==> src/rtl/ddr_arbit_pkg.sv <==
// ddr_arbit_pkg: shared state encoding and constants for the DDR channel arbiter.
// No ports. Optional read slot is enabled by defining DDR_ARBIT_RD_EN.
package ddr_arbit_pkg;
    typedef enum logic [2:0] {
        S_IDLE,
        S_WR_CMD,
        S_WR_DATA,
        S_DONE,
        S_RD_CMD,
        S_RD_DATA
    } state_t;
    localparam logic [3:0] IDLE_ID = 4'hF;
    localparam int MAX_CH = 8;
endpackage

==> src/rtl/ddr_arbit_nch_rr_pick.sv <==
// rr_pick: combinational round-robin selector, first request at or after i_ptr.
// Ports:
//   i_req   in  SLOTS  request vector
//   i_ptr   in  4      start index, must be below SLOTS
//   o_idx   out 4      winning index (0 when nothing requests)
//   o_valid out 1      any request present
module rr_pick #(
    parameter int SLOTS = 4
) (
    input  logic [SLOTS-1:0] i_req,
    input  logic [3:0]       i_ptr,
    output logic [3:0]       o_idx,
    output logic             o_valid
);
    logic [2*SLOTS-1:0] w_dbl;
    logic [SLOTS-1:0]   w_rot;
    logic [4:0]         w_sum;

    // Rotating a doubled copy puts the pointer slot at bit 0.
    assign w_dbl   = {i_req, i_req};
    assign w_rot   = SLOTS'(w_dbl >> i_ptr);
    assign o_valid = |i_req;

    always_comb begin
        o_idx = '0;
        w_sum = '0;
        // Walk downward so the lowest rotated offset wins.
        for (int i = SLOTS - 1; i >= 0; i--) begin
            if (w_rot[i]) begin
                w_sum = {1'b0, i_ptr} + 5'(i);
                o_idx = 4'((w_sum >= 5'(SLOTS)) ? w_sum - 5'(SLOTS) : w_sum);
            end
        end
    end
endmodule

==> src/rtl/ddr_arbit_nch.sv <==
// ddr_arbit_nch: round-robin arbiter sharing one DDR command/data port among NUM_CH writers.
// Ports:
//   ddr_clk, rst                     clock, synchronous active-high reset
//   m_wr_req/addr/len/data           packed per-channel write requests (channel 0 in LSBs)
//   m_ddr_wrdy/wdata_req/wdone       per-channel accept, data-pop and burst-done strobes
//   wr_cmd_en/addr/len, wr_ctrl_data write command and data to the controller
//   wr_cmd_ready/done, wr_data_re    controller handshakes
//   grant_id                         current owner, 4'hF when idle
// Macro DDR_ARBIT_RD_EN adds a read requester (m1_rd_*, rd_cmd_*, read_data, read_en)
// as slot NUM_CH of the rotation.
module ddr_arbit_nch
    import ddr_arbit_pkg::*;
#(
    parameter int NUM_CH = 4,
    parameter int ADDR_W = 28,
    parameter int LEN_W  = 32,
    parameter int DATA_W = 256
) (
    input  logic                       ddr_clk,
    input  logic                       rst,
    input  logic [NUM_CH-1:0]          m_wr_req,
    input  logic [NUM_CH*ADDR_W-1:0]   m_wr_addr,
    input  logic [NUM_CH*LEN_W-1:0]    m_wr_len,
    input  logic [NUM_CH*DATA_W-1:0]   m_wr_data,
    output logic [NUM_CH-1:0]          m_ddr_wrdy,
    output logic [NUM_CH-1:0]          m_ddr_wdata_req,
    output logic [NUM_CH-1:0]          m_ddr_wdone,
    output logic                       wr_cmd_en,
    output logic [ADDR_W-1:0]          wr_cmd_addr,
    output logic [31:0]                wr_cmd_len,
    input  logic                       wr_cmd_ready,
    input  logic                       wr_cmd_done,
    input  logic                       wr_data_re,
    output logic [DATA_W-1:0]          wr_ctrl_data,
`ifdef DDR_ARBIT_RD_EN
    input  logic                       m1_rd_req,
    input  logic [ADDR_W-1:0]          m1_rd_addr,
    input  logic [LEN_W-1:0]           m1_rd_len,
    output logic [DATA_W-1:0]          m1_rd_data,
    output logic                       m1_rd_ddr_rrdy,
    output logic                       m1_rd_ddr_rdata_en,
    output logic                       m1_rd_ddr_rdone,
    output logic                       rd_cmd_en,
    output logic [ADDR_W-1:0]          rd_cmd_addr,
    output logic [31:0]                rd_cmd_len,
    input  logic [DATA_W-1:0]          read_data,
    input  logic                       rd_cmd_ready,
    input  logic                       rd_cmd_done,
    output logic                       read_en,
`endif
    output logic [3:0]                 grant_id
);
`ifdef DDR_ARBIT_RD_EN
    localparam int SLOTS = NUM_CH + 1;
`else
    localparam int SLOTS = NUM_CH;
`endif

    state_t              r_state, w_next, w_cmd_state;
    logic [3:0]          r_grant, r_ptr, w_pick_idx, w_ptr_inc;
    logic                w_pick_valid, r_zero, w_sel_zero;
    logic [SLOTS-1:0]    w_req;
    logic [ADDR_W-1:0]   r_addr, w_sel_addr;
    logic [LEN_W-1:0]    r_len, w_sel_len;
    logic [DATA_W-1:0]   w_wdata;
    logic [NUM_CH-1:0]   w_oh;

`ifdef DDR_ARBIT_RD_EN
    assign w_req       = {m1_rd_req, m_wr_req};
    assign w_cmd_state = (w_pick_idx == 4'(NUM_CH)) ? S_RD_CMD : S_WR_CMD;
`else
    assign w_req       = m_wr_req;
    assign w_cmd_state = S_WR_CMD;
`endif

    rr_pick #(.SLOTS(SLOTS)) u_pick (
        .i_req   (w_req),
        .i_ptr   (r_ptr),
        .o_idx   (w_pick_idx),
        .o_valid (w_pick_valid)
    );

    always_comb begin
        w_sel_addr = '0;
        w_sel_len  = '0;
        w_wdata    = '0;
        for (int c = 0; c < NUM_CH; c++) begin
            if (w_pick_idx == 4'(c)) begin
                w_sel_addr = m_wr_addr[c*ADDR_W +: ADDR_W];
                w_sel_len  = m_wr_len[c*LEN_W +: LEN_W];
            end
            if (r_grant == 4'(c))
                w_wdata = m_wr_data[c*DATA_W +: DATA_W];
        end
`ifdef DDR_ARBIT_RD_EN
        if (w_pick_idx == 4'(NUM_CH)) begin
            w_sel_addr = m1_rd_addr;
            w_sel_len  = m1_rd_len;
        end
`endif
    end

    assign w_sel_zero = (w_sel_len == '0);
    // The read slot index shifts out of the NUM_CH-wide one-hot, so write strobes stay quiet.
    assign w_oh       = NUM_CH'(1) << r_grant;
    assign w_ptr_inc  = (r_grant == 4'(SLOTS - 1)) ? 4'd0 : r_grant + 4'd1;

    // State and request latches. The pointer advances while in DONE, which always precedes
    // the next arbitration, so zero-length and normal bursts share one update path.
    always_ff @(posedge ddr_clk) begin
        if (rst) begin
            r_state <= S_IDLE;
            r_grant <= IDLE_ID;
            r_ptr   <= '0;
            r_addr  <= '0;
            r_len   <= '0;
            r_zero  <= 1'b0;
        end else begin
            r_state <= w_next;
            if (r_state == S_IDLE && w_pick_valid) begin
                r_grant <= w_pick_idx;
                r_addr  <= w_sel_addr;
                r_len   <= w_sel_len;
                r_zero  <= w_sel_zero;
            end
            if (r_state == S_DONE) begin
                r_ptr   <= w_ptr_inc;
                r_grant <= IDLE_ID;
            end
        end
    end

    always_comb begin
        w_next = r_state;
        case (r_state)
            S_IDLE:    w_next = w_pick_valid ? (w_sel_zero ? S_DONE : w_cmd_state) : S_IDLE;
            S_WR_CMD:  w_next = wr_cmd_ready ? S_WR_DATA : S_WR_CMD;
            S_WR_DATA: w_next = wr_cmd_done ? S_DONE : S_WR_DATA;
`ifdef DDR_ARBIT_RD_EN
            S_RD_CMD:  w_next = rd_cmd_ready ? S_RD_DATA : S_RD_CMD;
            S_RD_DATA: w_next = rd_cmd_done ? S_DONE : S_RD_DATA;
`endif
            default:   w_next = S_IDLE;
        endcase
    end

    always_comb begin
        grant_id        = (r_state == S_IDLE) ? IDLE_ID : r_grant;
        wr_cmd_en       = (r_state == S_WR_CMD);
        wr_cmd_addr     = wr_cmd_en ? r_addr : '0;
        wr_cmd_len      = wr_cmd_en ? 32'(r_len) : '0;
        m_ddr_wrdy      = (wr_cmd_en && wr_cmd_ready) ? w_oh : '0;
        m_ddr_wdata_req = (r_state == S_WR_DATA && wr_data_re) ? w_oh : '0;
        wr_ctrl_data    = (r_state == S_WR_DATA) ? w_wdata : '0;
        m_ddr_wdone     = ((r_state == S_WR_DATA && wr_cmd_done) ||
                           (r_state == S_DONE && r_zero)) ? w_oh : '0;
`ifdef DDR_ARBIT_RD_EN
        rd_cmd_en          = (r_state == S_RD_CMD);
        rd_cmd_addr        = rd_cmd_en ? r_addr : '0;
        rd_cmd_len         = rd_cmd_en ? 32'(r_len) : '0;
        m1_rd_ddr_rrdy     = rd_cmd_en && rd_cmd_ready;
        m1_rd_ddr_rdata_en = (r_state == S_RD_DATA);
        read_en            = m1_rd_ddr_rdata_en;
        m1_rd_data         = m1_rd_ddr_rdata_en ? read_data : '0;
        m1_rd_ddr_rdone    = (m1_rd_ddr_rdata_en && rd_cmd_done) ||
                             (r_state == S_DONE && r_zero && r_grant == 4'(NUM_CH));
`endif
    end
endmodule

==> config.mk <==
export PLATFORM = sky130hd
export DESIGN_NAME = ddr_arbit_nch
export DESIGN_NICKNAME = d
export VERILOG_FILES = /design/src/rtl/ddr_arbit_pkg.sv /design/src/rtl/ddr_arbit_nch_rr_pick.sv /design/src/rtl/ddr_arbit_nch.sv
export SDC_FILE = /design/constraint.sdc
export NUM_CORES = 1
export LEC_CHECK = 0
export CAP_MARGIN = 20
export CORE_AREA = 2 2 623 625
export CTS_CLUSTER_DIAMETER = 150
export CTS_CLUSTER_SIZE = 30
export DETAILED_ROUTE_END_ITERATION = 8
export DIE_AREA = 0 0 625 627
export PLACE_DENSITY_LB_ADDON = 0.25
export SLEW_MARGIN = 10
export SYNTH_ARGS = -nofsm -noshare
export SYNTH_HDL_FRONTEND = slang
export SYNTH_SLANG_ARGS = --single-unit
==> constraint.sdc <==
create_clock -name ddr_clk -period 4.5 [get_ports ddr_clk]
set_input_delay 1.125 -clock ddr_clk [delete_from_list [all_inputs] [get_ports ddr_clk]]
set_output_delay 1.125 -clock ddr_clk [all_outputs]
set_load 0.005 [all_outputs]
==> flow_metrics.env <==
export IMPL_timing_final_crit_period_ns=4.462
export IMPL_async_flop_share_pct=0
export IMPL_dp_cells=9100
export IMPL_vdd_ir_drop_max_uv=226.4
export IMPL_cp_start_kind="register"
export IMPL_die_area_um2=391900
export IMPL_overflow=0
export IMPL_setup_worst_path_end_class="output port"
export IMPL_max_cap_violations=0
export IMPL_max_stage_delay_ns=0.52
export IMPL_ys_ff_latch=71
export IMPL_final_layout_size_suffix_gt1_share_pct=20.41
export IMPL_grt_max_degree=69
export IMPL_finClkSkew_ns=0.02038
export IMPL_synth_top_cell_area_share_pct=18.70
export IMPL_cts_root_buf="clkbuf_16"
export IMPL_synth_area_per_cell_um2=5.879
export IMPL_die_h_um=627
export IMPL_pre_cts_slack_ns=-0.2023
export IMPL_clkSinkCount=71
export IMPL_grt_pass1_vias=27575
export IMPL_cts_buffers=9
export IMPL_p_per_area_nw_per_um2=262.5
export IMPL_synth_cells=2310
export IMPL_die_w_um=625
export IMPL_status="complete, no violations"
export IMPL_setup_ws_ns=0.03820
export IMPL_fmax_mhz=224.1
export IMPL_grtUsageTotal_pct=14.33
export IMPL_synth_edff_count=0
export IMPL_yosysMostFrequentCell="nor2_1"
export IMPL_cts_tree="yes"
export IMPL_grt_setup_unrepaired="yes"
export IMPL_synthesis_area_um2=13580
export IMPL_cp_max_fo=16
export IMPL_ys_seq_area_share_pct=10.47
export IMPL_holdCritPathClass="reg -> reg"
export IMPL_synth_cells_most_frequent="583 x nor2_1, 303 x a21oi_1, 290 x a221oi_1, 289 x nor3_1, 217 x clkbuf_1"
export IMPL_worst_ep_arrival_time_ns=3.34
export IMPL_grt_first_pass_wirelength_um=352400
export IMPL_ys_types=68
export IMPL_antenna_found_initial=196
export IMPL_final_antenna_net_count=0
export IMPL_place_gp_congestion=0.9092
export IMPL_nets=5371
export IMPL_drtIter0Drc=1786
export IMPL_path_class="reg -> out"
export IMPL_cts_buffer_depth=2
export IMPL_holdCritStartpoint="r_len[10]$_SDFFE_PP0P_"
export IMPL_core_rowCount=228
export IMPL_drc=0
export IMPL_finalSetupViolCount=0
export IMPL_final_design_area_no_fill_um2=42090
export IMPL_wire_per_inst_um=31.99
export IMPL_tightest_slew_ns=0.8471
export IMPL_yosysWarnings=0
export IMPL_reg2reg_from="r_ptr[0]$_SDFFE_PP0P_"
export IMPL_coreArea_um2=384800
export IMPL_period_share_pct=99.15
export IMPL_crit_slowest_cell="a221oi_2"
export IMPL_instances_no_fill=9212
export IMPL_ioPinCount=1606
export IMPL_dp_hpwl_um=268800
export IMPL_synth_ff_type="dfxtp_1"
export IMPL_drt_pass1_iter_count=7
export IMPL_drv_slew=0
export IMPL_hold_viol=0
export IMPL_cp_cell_sequence="buf_4 > ha_1 > and2_4 > buf_16 > buf_16 > buf_12 > a221oi_2 > nor3_1 > buf_4 > a21oi_1 > nor2_1 > buf_12"
export IMPL_via_count=27018
export IMPL_yosysTopAreaCell="a221oi_1"
export IMPL_routed_wl_um=294700
export IMPL_worstPathRequired_ns=3.38
export IMPL_hold_buffers=0
export IMPL_syn_num_nets=3599
export IMPL_routed_via_density=2.933
export IMPL_portBuffers=1605
export IMPL_clk_latency_ns=0.40
export IMPL_clkTransAtPathRegs_ns=0.08
export IMPL_relSlewSlack_pct=43.53
export IMPL_crit_start="r_grant[1]$_SDFFE_PP1P_"
export IMPL_h_tree_depth=3
export IMPL_placed_area_um2=39710
export IMPL_leakage_nw=14.32
export IMPL_initial_utilization_pct=3.529
export IMPL_synth_area_top_cells="a221oi_1 19%, nor2_1 16%, a21oi_1 11%"
export IMPL_holdWs_ns=0.4530
export IMPL_area_growth_pct=210.0
==> what timing repair did <==
action                                  4_1_cts  5_1_grt
gates resized for setup                     201       94
endpoints found under the setup margin      113       88
cloned                                        5        3
setup buffers                                12       12
pin swaps                                    15       17
==> worst max-delay path: cells and delay by family (launching register included) <==
kind / cells / cell delay (ns)
buffers and inverters: 6 / 1.09
adder cells (fa/ha/maj): 1 / 0.22
flip-flops: 1 / 0.33
AND/OR/NAND/NOR: 3 / 0.47
AO/OA/AOI/OAI: 2 / 0.63
==> metrics by stage <==
| step | setup TNS (ns) | util [%] | total power [mW] |
|---|---|---|---|
| after detailed placement | -1.172 | 10.32 | 10.24 |
| after floorplan | 0 | - | 4.235 |
| after global placement | -2.178 | 10.32 | 10.25 |
| final | 0 | 10.94 | 11.05 |
| after global routing | -0.1055 | 10.92 | 11.88 |
| after CTS | -1.239 | 10.74 | 11.36 |
==> area by class of cell <==
type	instances	area, um^2
clock buffer	9	225.2
sequential	71	1426
tap	5060	6331
multi-input combinational	1951	12390
timing repair buffer	2040	21450
inverter	9	33.78
clock inverter	7	80.08
antenna	65	162.7
fill	44680	342700
==> cell families (layout without fill, tap and decap cells) <==
| kind of cell | Yosys count | in the layout | share of synthesized area, % |
|---|---|---|---|
| buf+inv | 288 | 2065 | 8.273 |
| xor+xnor | 7 | 7 | 0.4515 |
| fa+ha+maj | 16 | 16 | 1.474 |
| mux | 56 | 56 | 4.855 |
| simple gates | 1139 | 1139 | 37.42 |
| flops | 71 | 71 | 10.47 |
| compound gates | 733 | 733 | 37.06 |
| other cells | 0 | 65 | 0 |
==> cell usage in the layout (no fill, tap or decap), types with 65 or more instances in the layout <==
master / count
buf_12: 162
a21oi_1: 273
buf_4: 394
clkdlybuf4s50_1: 1409
a221oi_1: 216
nor3_1: 224
nor2_1: 567
diode_2: 65
dfxtp_1: 69
nand2_1: 92
==> sequential cells by signal, summed over array words and instances (netlist names) <==
| signal | flops |
|---|---|
| r_addr | 28 |
| r_grant | 4 |
| r_len | 32 |
| r_ptr | 4 |
| r_state | 2 |
| r_zero | 1 |
==> routing by layer <==
metal / global-route usage [%] / part of all wire [%] / up-vias
met5: 0 / 0.17 / -
met3: 7.004 / 11 / 296
li1: - / - / 12239
met4: 2.708 / 1.6 / 82
met1: 15.43 / 38 / 13041
met2: 25.28 / 50 / 1360
==> power by group <==
group | switching (mW) | internal (mW)
combinational | 5.14 | 3.92
sequential | 0.266 | 0.901
clock | 0.386 | 0.438
total | 5.79 | 5.26
==> final timing paths <==
path	to	slack [ns]	cells past startpoint
hold / removal	r_len[10]$_SDFFE_PP0P_	0.45	2
setup / recovery	wr_ctrl_data[194]	0.04	12
setup reg to reg	r_state[1]$_SDFF_PP0_	0.56	14
hold reg to reg	r_len[10]$_SDFFE_PP0P_	0.45	2
Power figures use the tool's default switching activity.
==> patch (config.mk and constraints unchanged) <==
The 6 states of `state_t` get a one-hot encoding in 6 bits.
--- a/src/rtl/ddr_arbit_pkg.sv
+++ b/src/rtl/ddr_arbit_pkg.sv
@@ -2,11 +2,11 @@
 // No ports. Optional read slot is enabled by defining DDR_ARBIT_RD_EN.
 package ddr_arbit_pkg;
-    typedef enum logic [2:0] {
-        S_IDLE,
-        S_WR_CMD,
-        S_WR_DATA,
-        S_DONE,
-        S_RD_CMD,
-        S_RD_DATA
+    typedef enum logic [5:0] {
+        S_IDLE    = 6'b000001,
+        S_WR_CMD  = 6'b000010,
+        S_WR_DATA = 6'b000100,
+        S_DONE    = 6'b001000,
+        S_RD_CMD  = 6'b010000,
+        S_RD_DATA = 6'b100000
     } state_t;
     localparam logic [3:0] IDLE_ID = 4'hF;
Function: no difference found for any inputs over 4 cycles, from zero or initial values and one cycle with rst high; so few cycles prove little.
==> patch against the original RTL <==
Routed wire length rose by 7.8%; final area decreased by 5.4%; area after synthesis decreased by 3.1%; die area is the same; worst setup slack better by 0.019 ns; combinational power is 34% lower; sequential cell count increased by 2; total power shrank 28%; fmax up 0.42%; critical endpoint is now wr_ctrl_data[40]; largest power group unchanged.
==> patch: results (changes against the original RTL) <==
- The final net count is 5124 (was 5371).
- The estimated wirelength of the detail-placed design came to 291600 um (was 268800 um).
- The number of antenna violations at the first check in global routing is 284 (was 196).
- The largest clock skew in the final design was 0.01932 ns (was 0.02038 ns).
- The routed wire length per instance is 35.34 um (was 31.99 um).
- The largest net degree at the start of global routing is 106 (was 69).
- Most frequent cells after synthesis: nor2_1, a21oi_1, nor3_1, a221oi_1, clkbuf_1 (was nor2_1, a21oi_1, a221oi_1, nor3_1, clkbuf_1).
- The post-synthesis instance total is 2156 (was 2310).
- The final cell count without fillers came to 8990 (was 9212).
- The placed instance count is 8872 (was 9100).
- The maximum single-stage delay on the critical path is 0.46 ns (was 0.52 ns).
- The post-placement cell area came to 0.03854 mm2 (was 0.03971 mm2).
- The multi-input gate area in the final layout is 0.01123 mm2 (was 0.01239 mm2).
- The multi-input logic cell count was 1816 (was 1951).
- The total iterations of the first detailed-routing run came to 5 (was 7).
- The total area of sequential cells is 0.001463 mm2 (was 0.001426 mm2).
- The global placer's final weighted congestion is 0.9020 (was 0.9092).
- The number of distinct standard cells referenced by the synthesized netlist is 56 (was 68).
- The fraction of area in multi-input gates is 28.21% (was 29.42%).
- The number of flip-flops and latches is 73 (was 71).
- The peak fanout along the critical path is 36 (was 16).
- The data-path buffer share of cell area in the final layout is 50.72% (was 50.96%).
- The number of inserted diodes is 90 (was 65).
- The overall via count from detail_route is 26760 (was 27020).
- The number of fill cells in the layout is 44710 (was 44680).
- The number of buffers inserted by post-CTS setup repair is 4 (was 12).
- The count of routing violations after the opening detailed-route iteration was 2035 (was 1786).
- The number of non-clock inverters is 10 (was 9).
- The sequential fraction of the synthesis area is 11.10% (was 10.47%).
- The synthesized net count was 3445 (was 3599).
- The first-pass GRT wire length is 373600 um (was 352400 um).
- The number of gates resized after cts is 51 (was 201).
- The number of buffer cells added on primary ports is 1605 (unchanged).
- Most area-consuming cells after synthesis: a221oi_1, nor2_1, a21oi_1, dfxtp_1, nor3_1 (was a221oi_1, nor2_1, a21oi_1, nor3_1, dfxtp_1).
- The peak supply drop is 0.2454 mV (was 0.2264 mV).
- The share of post-route cells with drive strength above 1 is 17.19% (was 20.41%).
- The clock tree cell share of total cell area is 0.8236% (was 0.7253%).
- The cell at the slowest stage of the critical path is clkdlybuf4s50_1 (was a221oi_2).
- The worst slack at placement is -0.1113 ns (was -0.2023 ns).
- The non-clock buffer count in the final layout is 1925 (was 2040).
- Run status: finished clean (unchanged).
- The internal power contribution is 0.003879 W (was 0.005259 W).
- The total track usage came to 15.46% (was 14.33%).
- The critical path data arrival time is 3.32 ns (was 3.34 ns).
[patch: cell count changes after synthesis, sizes merged, moves of 11 or more]
cell,change
nor2,-40
nand3,+32
a21oi,+29
nor3,-25
and3,-16
mux4,+43
mux2i,-36
buf,-11
clkbuf,-11
a221oi,-34
o21ai,-54
[patch: logic make-up after synthesis]
| family | count (synthesis) | share of synthesized area [%] |
|---|---|---|
| mux | 61 | 9.403 |
| fa+ha+maj | 17 | 1.597 |
| xor+xnor | 7 | 0.4659 |
| compound gates | 636 | 32.53 |
| simple gates | 1095 | 37.05 |
| flops | 73 | 11.10 |
| buf+inv | 267 | 7.853 |
[patch: critical path, delay by kind of cell, from the launching register on]
kind,cells,cell delay (ns)
adder cells (fa/ha/maj),1,0.20
AO/OA/AOI/OAI,2,0.45
AND/OR/NAND/NOR,3,0.28
buffers and inverters,8,1.46
flip-flops,1,0.42
[patch: final timing paths]
kind | startpoint | endpoint | depth (start not counted) | slack, ns
worst min register to register | r_len[2] | r_len[2] | 2 | 0.45
worst max register to register | r_ptr[0] | r_zero | 11 | 0.99
worst max-delay path | r_grant[0] | wr_ctrl_data[40] | 14 | 0.06
worst min-delay path | r_len[2] | r_len[2] | 2 | 0.45
[patch: power by group through the flow]
| stage | combinational (W) | sequential, W | clock (W) |
|---|---|---|---|
| 2_1_floorplan | 0.00211 | 0.000943 | 0 |
| 3_3_place_gp | 0.00596 | 0.00104 | 0 |
| 3_5_place_dp | 0.00595 | 0.00104 | 0 |
| 4_1_cts | 0.00605 | 0.00103 | 0.000977 |
| 5_1_grt | 0.00637 | 0.00105 | 0.000998 |
| 6_report | 0.00595 | 0.00102 | 0.000939 |
[patch: metal layers]
layer / track usage, % / part of all wire, %
met1: 17.63 / 39
met2: 26.35 / 47
met3: 7.072 / 11
met4: 3.083 / 2.7
met5: 0 / 0.25
